File: src/rtl/complete_buffer.sv
// ---------------------------------------------------------------------------
// complete_buffer
//
// Completion stage that sits right after execute. Up to N_IN finished results
// per cycle are compacted, in ascending lane order, into an in-order circular
// FIFO. One entry retires per cycle onto the CDB, the PRF write port and the
// ROB complete port.
//
// Optional feature: define COMPLETE_BYPASS_EN to let the lowest valid lane
// skip the FIFO when it is empty. That lane is then broadcast in the same
// cycle it arrives.
//
// Ports
//   clock            : rising-edge clock
//   reset            : asynchronous, active-low reset
//   ex_valid         : per-lane result valid
//   ex_tag           : per-lane destination preg, lane i at [i*PREG_W +: PREG_W]
//   ex_rob_idx       : per-lane ROB index, lane i at [i*ROB_W +: ROB_W]
//   ex_result        : per-lane result data, lane i at [i*XLEN +: XLEN]
//   squash           : synchronous flush; same-cycle inputs are discarded
//   ex_stall         : back-pressure, set when another full cycle may not fit
//   cdb_en/cdb_tag   : CDB broadcast (suppressed for tag 0)
//   prf_write_*      : PRF write port (suppressed for tag 0)
//   rob_complete_*   : ROB completion strobe (asserted for every entry)
//   overflow         : sticky flag, set when a pushed result had to be dropped
// ---------------------------------------------------------------------------
module complete_buffer #(
    parameter int DEPTH  = 8,
    parameter int N_IN   = 2,
    parameter int PREG_W = 6,
    parameter int ROB_W  = 5,
    parameter int XLEN   = 32
) (
    input  logic                     clock,
    input  logic                     reset,
    input  logic [N_IN-1:0]          ex_valid,
    input  logic [N_IN*PREG_W-1:0]   ex_tag,
    input  logic [N_IN*ROB_W-1:0]    ex_rob_idx,
    input  logic [N_IN*XLEN-1:0]     ex_result,
    input  logic                     squash,
    output logic                     ex_stall,
    output logic                     cdb_en,
    output logic [PREG_W-1:0]        cdb_tag,
    output logic                     prf_write_en,
    output logic [PREG_W-1:0]        prf_write_tag,
    output logic [XLEN-1:0]          prf_write_data,
    output logic                     rob_complete_en,
    output logic [ROB_W-1:0]         rob_complete_idx,
    output logic                     overflow
);

    localparam int PW = $clog2(DEPTH);
    localparam int CW = PW + 1;
    localparam int EW = PREG_W + ROB_W + XLEN;

    // FIFO storage: {tag, rob_idx, data}
    logic [EW-1:0]     mem [DEPTH];
    logic [PW-1:0]     head_reg;
    logic [PW-1:0]     tail_reg;
    logic [CW-1:0]     count_reg;
    logic              overflow_reg;

    // Per-lane views of the flattened input buses
    logic [PREG_W-1:0] lane_tag  [N_IN];
    logic [ROB_W-1:0]  lane_rob  [N_IN];
    logic [XLEN-1:0]   lane_data [N_IN];

    for (genvar gi = 0; gi < N_IN; gi++) begin : g_lane
        assign lane_tag[gi]  = ex_tag[gi*PREG_W +: PREG_W];
        assign lane_rob[gi]  = ex_rob_idx[gi*ROB_W +: ROB_W];
        assign lane_data[gi] = ex_result[gi*XLEN +: XLEN];
    end

    // -----------------------------------------------------------------------
    // Bypass selection: the lowest valid lane when the FIFO is empty
    // -----------------------------------------------------------------------
    logic [N_IN-1:0] byp_onehot;
    logic            byp_valid;

`ifdef COMPLETE_BYPASS_EN
    always_comb begin
        logic found;
        found      = 1'b0;
        byp_onehot = '0;
        for (int i = 0; i < N_IN; i++) begin
            if (ex_valid[i] && !found) begin
                found         = 1'b1;
                byp_onehot[i] = 1'b1;
            end
        end
        // Gated by reset so every output is quiet while reset is held
        byp_valid = found && (count_reg == '0) && !squash && reset;
        if (!byp_valid) begin
            byp_onehot = '0;
        end
    end
`else
    assign byp_onehot = '0;
    assign byp_valid  = 1'b0;
`endif

    // -----------------------------------------------------------------------
    // Push / pop bookkeeping
    // -----------------------------------------------------------------------
    logic              pop;
    logic [N_IN-1:0]   accept;
    logic [PW-1:0]     wr_idx [N_IN];
    logic [CW-1:0]     push_cnt;
    logic              drop;

    always_comb begin
        int rank;
        int free_slots;
        pop        = (count_reg != '0);
        // A pop this cycle frees its slot for a same-cycle push
        free_slots = DEPTH - int'(count_reg) + (pop ? 1 : 0);
        rank       = 0;
        accept     = '0;
        push_cnt   = '0;
        drop       = 1'b0;
        for (int i = 0; i < N_IN; i++) begin
            wr_idx[i] = '0;
        end
        // Compaction: each surviving valid lane takes the next slot after
        // tail; lanes beyond the free space (highest index first) are lost.
        for (int i = 0; i < N_IN; i++) begin
            if (ex_valid[i] && !byp_onehot[i]) begin
                if (rank < free_slots) begin
                    accept[i] = 1'b1;
                    wr_idx[i] = tail_reg + PW'(rank);
                    push_cnt  = push_cnt + CW'(1);
                end else begin
                    drop = 1'b1;
                end
                rank = rank + 1;
            end
        end
    end

    always_ff @(posedge clock or negedge reset) begin
        if (!reset) begin
            head_reg     <= '0;
            tail_reg     <= '0;
            count_reg    <= '0;
            overflow_reg <= 1'b0;
        end else if (squash) begin
            head_reg     <= '0;
            tail_reg     <= '0;
            count_reg    <= '0;
        end else begin
            head_reg  <= head_reg + PW'(pop);
            tail_reg  <= tail_reg + push_cnt[PW-1:0];
            count_reg <= count_reg + push_cnt - CW'(pop);
            if (drop) begin
                overflow_reg <= 1'b1;
            end
        end
    end

    // Storage has no reset; only entries between head and tail are meaningful
    always_ff @(posedge clock) begin
        if (!squash) begin
            for (int i = 0; i < N_IN; i++) begin
                if (accept[i]) begin
                    mem[wr_idx[i]] <= {lane_tag[i], lane_rob[i], lane_data[i]};
                end
            end
        end
    end

    // -----------------------------------------------------------------------
    // Retirement outputs, combinational from the head entry (or bypass lane)
    // -----------------------------------------------------------------------
    logic [EW-1:0]     head_entry;
    logic              sel_valid;
    logic [PREG_W-1:0] sel_tag;
    logic [ROB_W-1:0]  sel_rob;
    logic [XLEN-1:0]   sel_data;
    logic              bcast;

    assign head_entry = mem[head_reg];

    always_comb begin
        sel_valid = (count_reg != '0);
        sel_tag   = head_entry[EW-1 -: PREG_W];
        sel_rob   = head_entry[XLEN +: ROB_W];
        sel_data  = head_entry[XLEN-1:0];
        if (byp_valid) begin
            sel_valid = 1'b1;
            for (int i = 0; i < N_IN; i++) begin
                if (byp_onehot[i]) begin
                    sel_tag  = lane_tag[i];
                    sel_rob  = lane_rob[i];
                    sel_data = lane_data[i];
                end
            end
        end
    end

    // Tag 0 is the hardwired-zero register: complete it in the ROB but never
    // broadcast it or write the PRF.
    assign bcast            = sel_valid && (sel_tag != '0);
    assign cdb_en           = bcast;
    assign cdb_tag          = bcast ? sel_tag : '0;
    assign prf_write_en     = bcast;
    assign prf_write_tag    = bcast ? sel_tag : '0;
    assign prf_write_data   = bcast ? sel_data : '0;
    assign rob_complete_en  = sel_valid;
    assign rob_complete_idx = sel_valid ? sel_rob : '0;

    // Stall depends only on registered occupancy, never on ex_valid
    assign ex_stall = (count_reg > CW'(DEPTH - N_IN));
    assign overflow = overflow_reg;

endmodule

File: config.mk
export PLATFORM = sky130hd
export DESIGN_NAME = complete_buffer
export DESIGN_NICKNAME = d
export VERILOG_FILES = /design/src/rtl/complete_buffer.sv
export SDC_FILE = /design/constraint.sdc
export NUM_CORES = 1
export LEC_CHECK = 0
export CAP_MARGIN = 20
export CORE_MARGIN = 5
export CORE_UTILIZATION = 50
export CTS_CLUSTER_DIAMETER = 200
export DETAILED_ROUTE_END_ITERATION = 12
export PLACE_DENSITY = 0.77
export RECOVER_POWER = 25
export SYNTH_ARGS = -nofsm -noshare
export SYNTH_HDL_FRONTEND = slang
export SYNTH_SLANG_ARGS = --single-unit
File: constraint.sdc
create_clock -name clock -period 10.52 [get_ports clock]
set_clock_uncertainty 0.05 [all_clocks]
set_input_delay 1.578 -clock clock [delete_from_list [all_inputs] [get_ports clock]]
set_output_delay 1.578 -clock clock [all_outputs]
set_load 0.02 [all_outputs]
==> run_summary.xml <==
<?xml version="1.0" encoding="UTF-8"?>
<metrics>
  <group name="run_status">
    <metric name="status" unit="">finished with violations</metric>
    <metric name="failing_checks" unit="">max-capacitance violations, max-slew violations</metric>
  </group>
  <group name="layout">
    <metric name="multi_input_comb_area" unit="sq um">8030</metric>
    <metric name="flow.area_growth_from_synthesis" unit="%">10.1</metric>
    <metric name="final_net_count" unit="">1314</metric>
    <metric name="fillCellCount" unit="">3178</metric>
    <metric name="final_layout_size_suffix_gt1_frac" unit="">0.302</metric>
    <metric name="largest_register_ff_count" unit="">344</metric>
    <metric name="sequential_cell_area" unit="sq um">10600</metric>
  </group>
  <group name="die">
    <metric name="initial_utilization" unit="">0.505</metric>
    <metric name="chipHeight" unit="um">210</metric>
    <metric name="die_width" unit="um">210</metric>
    <metric name="core_area" unit="sq um">39700</metric>
    <metric name="boundaryPins" unit="">145</metric>
    <metric name="num_rows" unit="">73</metric>
    <metric name="dieArea" unit="sq um">44300</metric>
  </group>
  <group name="placed_design">
    <metric name="post-dp-hpwl" unit="mm">26.0</metric>
    <metric name="gp_congestion" unit="">0.809</metric>
    <metric name="io_buffer_count" unit="">144</metric>
  </group>
  <group name="synthesis">
    <metric name="yosysSeqAreaShare" unit="">0.528</metric>
    <metric name="gate_count_post_synth" unit="">1073</metric>
    <metric name="synthArstFlopShare" unit="">0.0310</metric>
    <metric name="synthesized_net_count" unit="">1183</metric>
    <metric name="synth_seq_cells" unit="">355</metric>
    <metric name="syn_avg_cell_area" unit="sq um">18.7</metric>
    <metric name="synth_edf_count" unit="">344</metric>
    <metric name="synth_flop_cell" unit="">sky130_fd_sc_hd__edfxtp_1</metric>
    <metric name="yosys_warnings" unit="">0</metric>
    <metric name="synth_area" unit="sq um">20100</metric>
    <metric name="synth.lib_cells_used.distinct" unit="">57</metric>
  </group>
  <group name="worst_setup_path">
    <metric name="path_class" unit="">reg2out</metric>
    <metric name="timing.critical_path.arrival" unit="ns">6.29</metric>
    <metric name="cp_data_required_time" unit="ns">8.89</metric>
    <metric name="end_kind" unit="">output port</metric>
    <metric name="critPathLaunchType" unit="">register</metric>
    <metric name="timing.critical_path.fanout_max" unit="">48</metric>
  </group>
  <group name="clocking">
    <metric name="tritoncts" unit="">built</metric>
    <metric name="cts_max_path_buffers" unit="">3</metric>
    <metric name="worst_setup_hold_path_clk_slew" unit="ns">0.06</metric>
    <metric name="cts_root_buf" unit="">sky130_fd_sc_hd__clkbuf_16</metric>
    <metric name="cts_post_setup_buffers_inserted" unit="">0</metric>
    <metric name="clock_sink_count" unit="">355</metric>
    <metric name="worst_skew_pair.late_latency" unit="ns">0.54</metric>
    <metric name="holdBufCountCts" unit="">0</metric>
    <metric name="post_cts.resized_instances" unit="">0</metric>
    <metric name="htreeDepth" unit="">2</metric>
    <metric name="number_of_buffers_created_by_cts" unit="">38</metric>
  </group>
  <group name="power">
    <metric name="ir_drop" unit="V">0.000138</metric>
    <metric name="powerDensity" unit="nW/um^2">236</metric>
    <metric name="power_leakage" unit="uW">0.00784</metric>
  </group>
  <group name="grt">
    <metric name="maximum_number_of_pins_on_one_net_before_global_route_repair" unit="">51</metric>
    <metric name="grt_antenna_before_repair" unit="">9</metric>
    <metric name="grtUsageTotal" unit="">0.201</metric>
    <metric name="first_global_vias" unit="">10917</metric>
    <metric name="grt_pass1_wl" unit="mm">68.2</metric>
    <metric name="grt_total_ovfl" unit="">0</metric>
  </group>
  <group name="sta">
    <metric name="sum_neg_setup_slack" unit="ns">0</metric>
    <metric name="finalSetupViolCount" unit="">0</metric>
    <metric name="relSlewSlack" unit="">-1.13</metric>
    <metric name="finalCriticalPeriod" unit="ns">7.92</metric>
    <metric name="tightestPinTransition" unit="ns">3.19</metric>
    <metric name="finalHoldWorstSlack" unit="ns">0.499</metric>
    <metric name="max_freq" unit="MHz">126</metric>
    <metric name="timing.final.crit_share" unit="">0.753</metric>
    <metric name="final-hold-violation-count" unit="">0</metric>
    <metric name="report.final.slew_viol_count" unit="">49</metric>
    <metric name="grt_setup_unrepaired" unit="">no</metric>
  </group>
  <group name="min_path">
    <metric name="min-delay-path-class" unit="">reg2reg</metric>
  </group>
  <group name="routing">
    <metric name="postRouteAntennaNets" unit="">0</metric>
    <metric name="detail_route.first_pass.iterations" unit="">4</metric>
    <metric name="drc" unit="">0</metric>
    <metric name="post_drt_via_cell_ratio" unit="">5.78</metric>
    <metric name="post_drt_wl_per_cell" unit="um">25.8</metric>
    <metric name="wirelength" unit="mm">45.3</metric>
    <metric name="first_iter_violations" unit="">649</metric>
    <metric name="detailroute.via_count" unit="">10181</metric>
  </group>
  <group name="flow_run">
    <metric name="count_of_max_cap_constraint_violations" unit="">1</metric>
  </group>
</metrics>
## layout by cell type, fill, tap and decap left out, types with 3 or more instances in the layout
cell type,synthesis,routed
sky130_fd_sc_hd__nand4_1,1,4
sky130_fd_sc_hd__clkinv_2,0,5
sky130_fd_sc_hd__clkdlybuf4s50_1,0,133
sky130_fd_sc_hd__mux2i_1,43,43
sky130_fd_sc_hd__xor2_1,3,3
sky130_fd_sc_hd__clkinv_1,0,11
sky130_fd_sc_hd__nor2b_1,5,5
sky130_fd_sc_hd__ha_1,17,17
sky130_fd_sc_hd__dlygate4sd3_1,0,11
sky130_fd_sc_hd__inv_1,14,14
sky130_fd_sc_hd__a21oi_1,6,6
sky130_fd_sc_hd__mux4_2,86,86
sky130_fd_sc_hd__nor2_1,55,55
sky130_fd_sc_hd__clkbuf_1,18,12
sky130_fd_sc_hd__o21ai_4,0,9
sky130_fd_sc_hd__o211ai_1,2,3
sky130_fd_sc_hd__dfrtp_4,0,3
sky130_fd_sc_hd__nand3_1,6,6
sky130_fd_sc_hd__mux2_2,32,32
sky130_fd_sc_hd__mux2_4,312,160
sky130_fd_sc_hd__dfrtp_1,11,8
sky130_fd_sc_hd__o21ai_0,11,3
sky130_fd_sc_hd__nand4_4,8,5
sky130_fd_sc_hd__inv_6,0,3
sky130_fd_sc_hd__and2_2,3,3
sky130_fd_sc_hd__xnor2_1,4,4
sky130_fd_sc_hd__buf_4,7,18
sky130_fd_sc_hd__mux2_1,0,152
sky130_fd_sc_hd__clkbuf_16,0,38
sky130_fd_sc_hd__edfxtp_1,344,344
## cell usage after synthesis, drive strengths merged (3+ instances only)
library cell / n / area, sq um
inv: 15 / 56.3
nand4: 9 / 176
nor2b: 5 / 31.3
xnor2: 4 / 35.0
ha: 17 / 213
o21ai: 14 / 73.8
dfrtp: 11 / 275
a21oi: 6 / 30.0
mux4: 86 / 1940
edfxtp: 344 / 10300
nand3: 6 / 30.0
mux2i: 43 / 430
mux2: 344 / 5040
and2: 5 / 35.0
or2: 3 / 18.8
clkbuf: 18 / 67.6
o211ai: 3 / 27.5
buf: 55 / 779
nor2: 56 / 218
xor2: 3 / 26.3
## report_power, final
| group | internal [uW] | leakage [uW] | switching [uW] |
|---|---|---|---|
| logic | 988 | 0.00404 | 1100 |
| registers | 1770 | 0.00325 | 127 |
| clock network | 695 | 0.000553 | 544 |
| total | 3450 | 0.00784 | 1770 |
## layout make-up
class / instances / area share
Sequential cell: 355 / 0.480
Timing Repair Buffer: 164 / 0.0727
Multi-Input combinational cell: 630 / 0.363
Clock inverter: 21 / 0.00628
Clock buffer: 49 / 0.0449
Tap cell: 525 / 0.0297
Inverter: 15 / 0.00255
Antenna cell: 2 / 0.000226
## metal layers
layer  track usage  routed length, um  up-vias
met2         0.342              22400      270
met5             0                 88        -
met4        0.0465                881       14
met3        0.0414               2520       68
met1         0.269              19400     5277
li1              -                  -     4552
## stage by stage
stage / util / cells / total power [uW] / area [sq um] / setup WS [ns]
final: 0.556 / 1761 / 5220 / 22100 / 2.60
after detailed placement: 0.543 / 1688 / 4130 / 21600 / 4.70
after global routing: 0.556 / 1761 / 5480 / 22100 / 2.25
after floorplan: - / 1073 / 3400 / 20100 / 4.53
after CTS: 0.572 / 1758 / 5370 / 22700 / 4.13
after global placement: 0.543 / 1688 / 4090 / 21600 / 4.79
## critical path, stage by stage, from the launching register on
cell and delay, ns:
sky130_fd_sc_hd__dfrtp_4 0.83, sky130_fd_sc_hd__clkbuf_1 2.32, sky130_fd_sc_hd__mux4_2 0.49, sky130_fd_sc_hd__mux2i_1 0.25
sky130_fd_sc_hd__nand4_1 0.20, sky130_fd_sc_hd__o21ai_4 0.57, sky130_fd_sc_hd__buf_4 0.40, sky130_fd_sc_hd__nor2_1 0.09
sky130_fd_sc_hd__clkdlybuf4s50_1 0.55
## logic make-up (layout without fill, tap and decap cells)
family | count (synthesis) | in the layout | synth area share
other cells | 0 | 2 | 0
xor+xnor | 7 | 7 | 0.00305
buf+inv | 88 | 249 | 0.0450
fa+ha+maj | 19 | 19 | 0.0126
mux | 473 | 473 | 0.369
compound gates | 35 | 35 | 0.0125
flops | 355 | 355 | 0.528
simple gates | 96 | 96 | 0.0295
## worst paths after layout
path / start / to / slack, ns / cells after the start
setup reg to reg: count_reg[1] / mem[3][35] / 3.55 / 13
setup / recovery: head_reg[1] / prf_write_data[10] / 2.60 / 8
min in group asynchronous: reset / tail_reg[0] / 1.42 / 1
hold reg to reg: overflow / overflow / 0.50 / 1
max in group asynchronous: reset / head_reg[0] / 8.57 / 1
hold / removal: overflow / overflow / 0.50 / 1
Power figures use the tool's default switching activity.
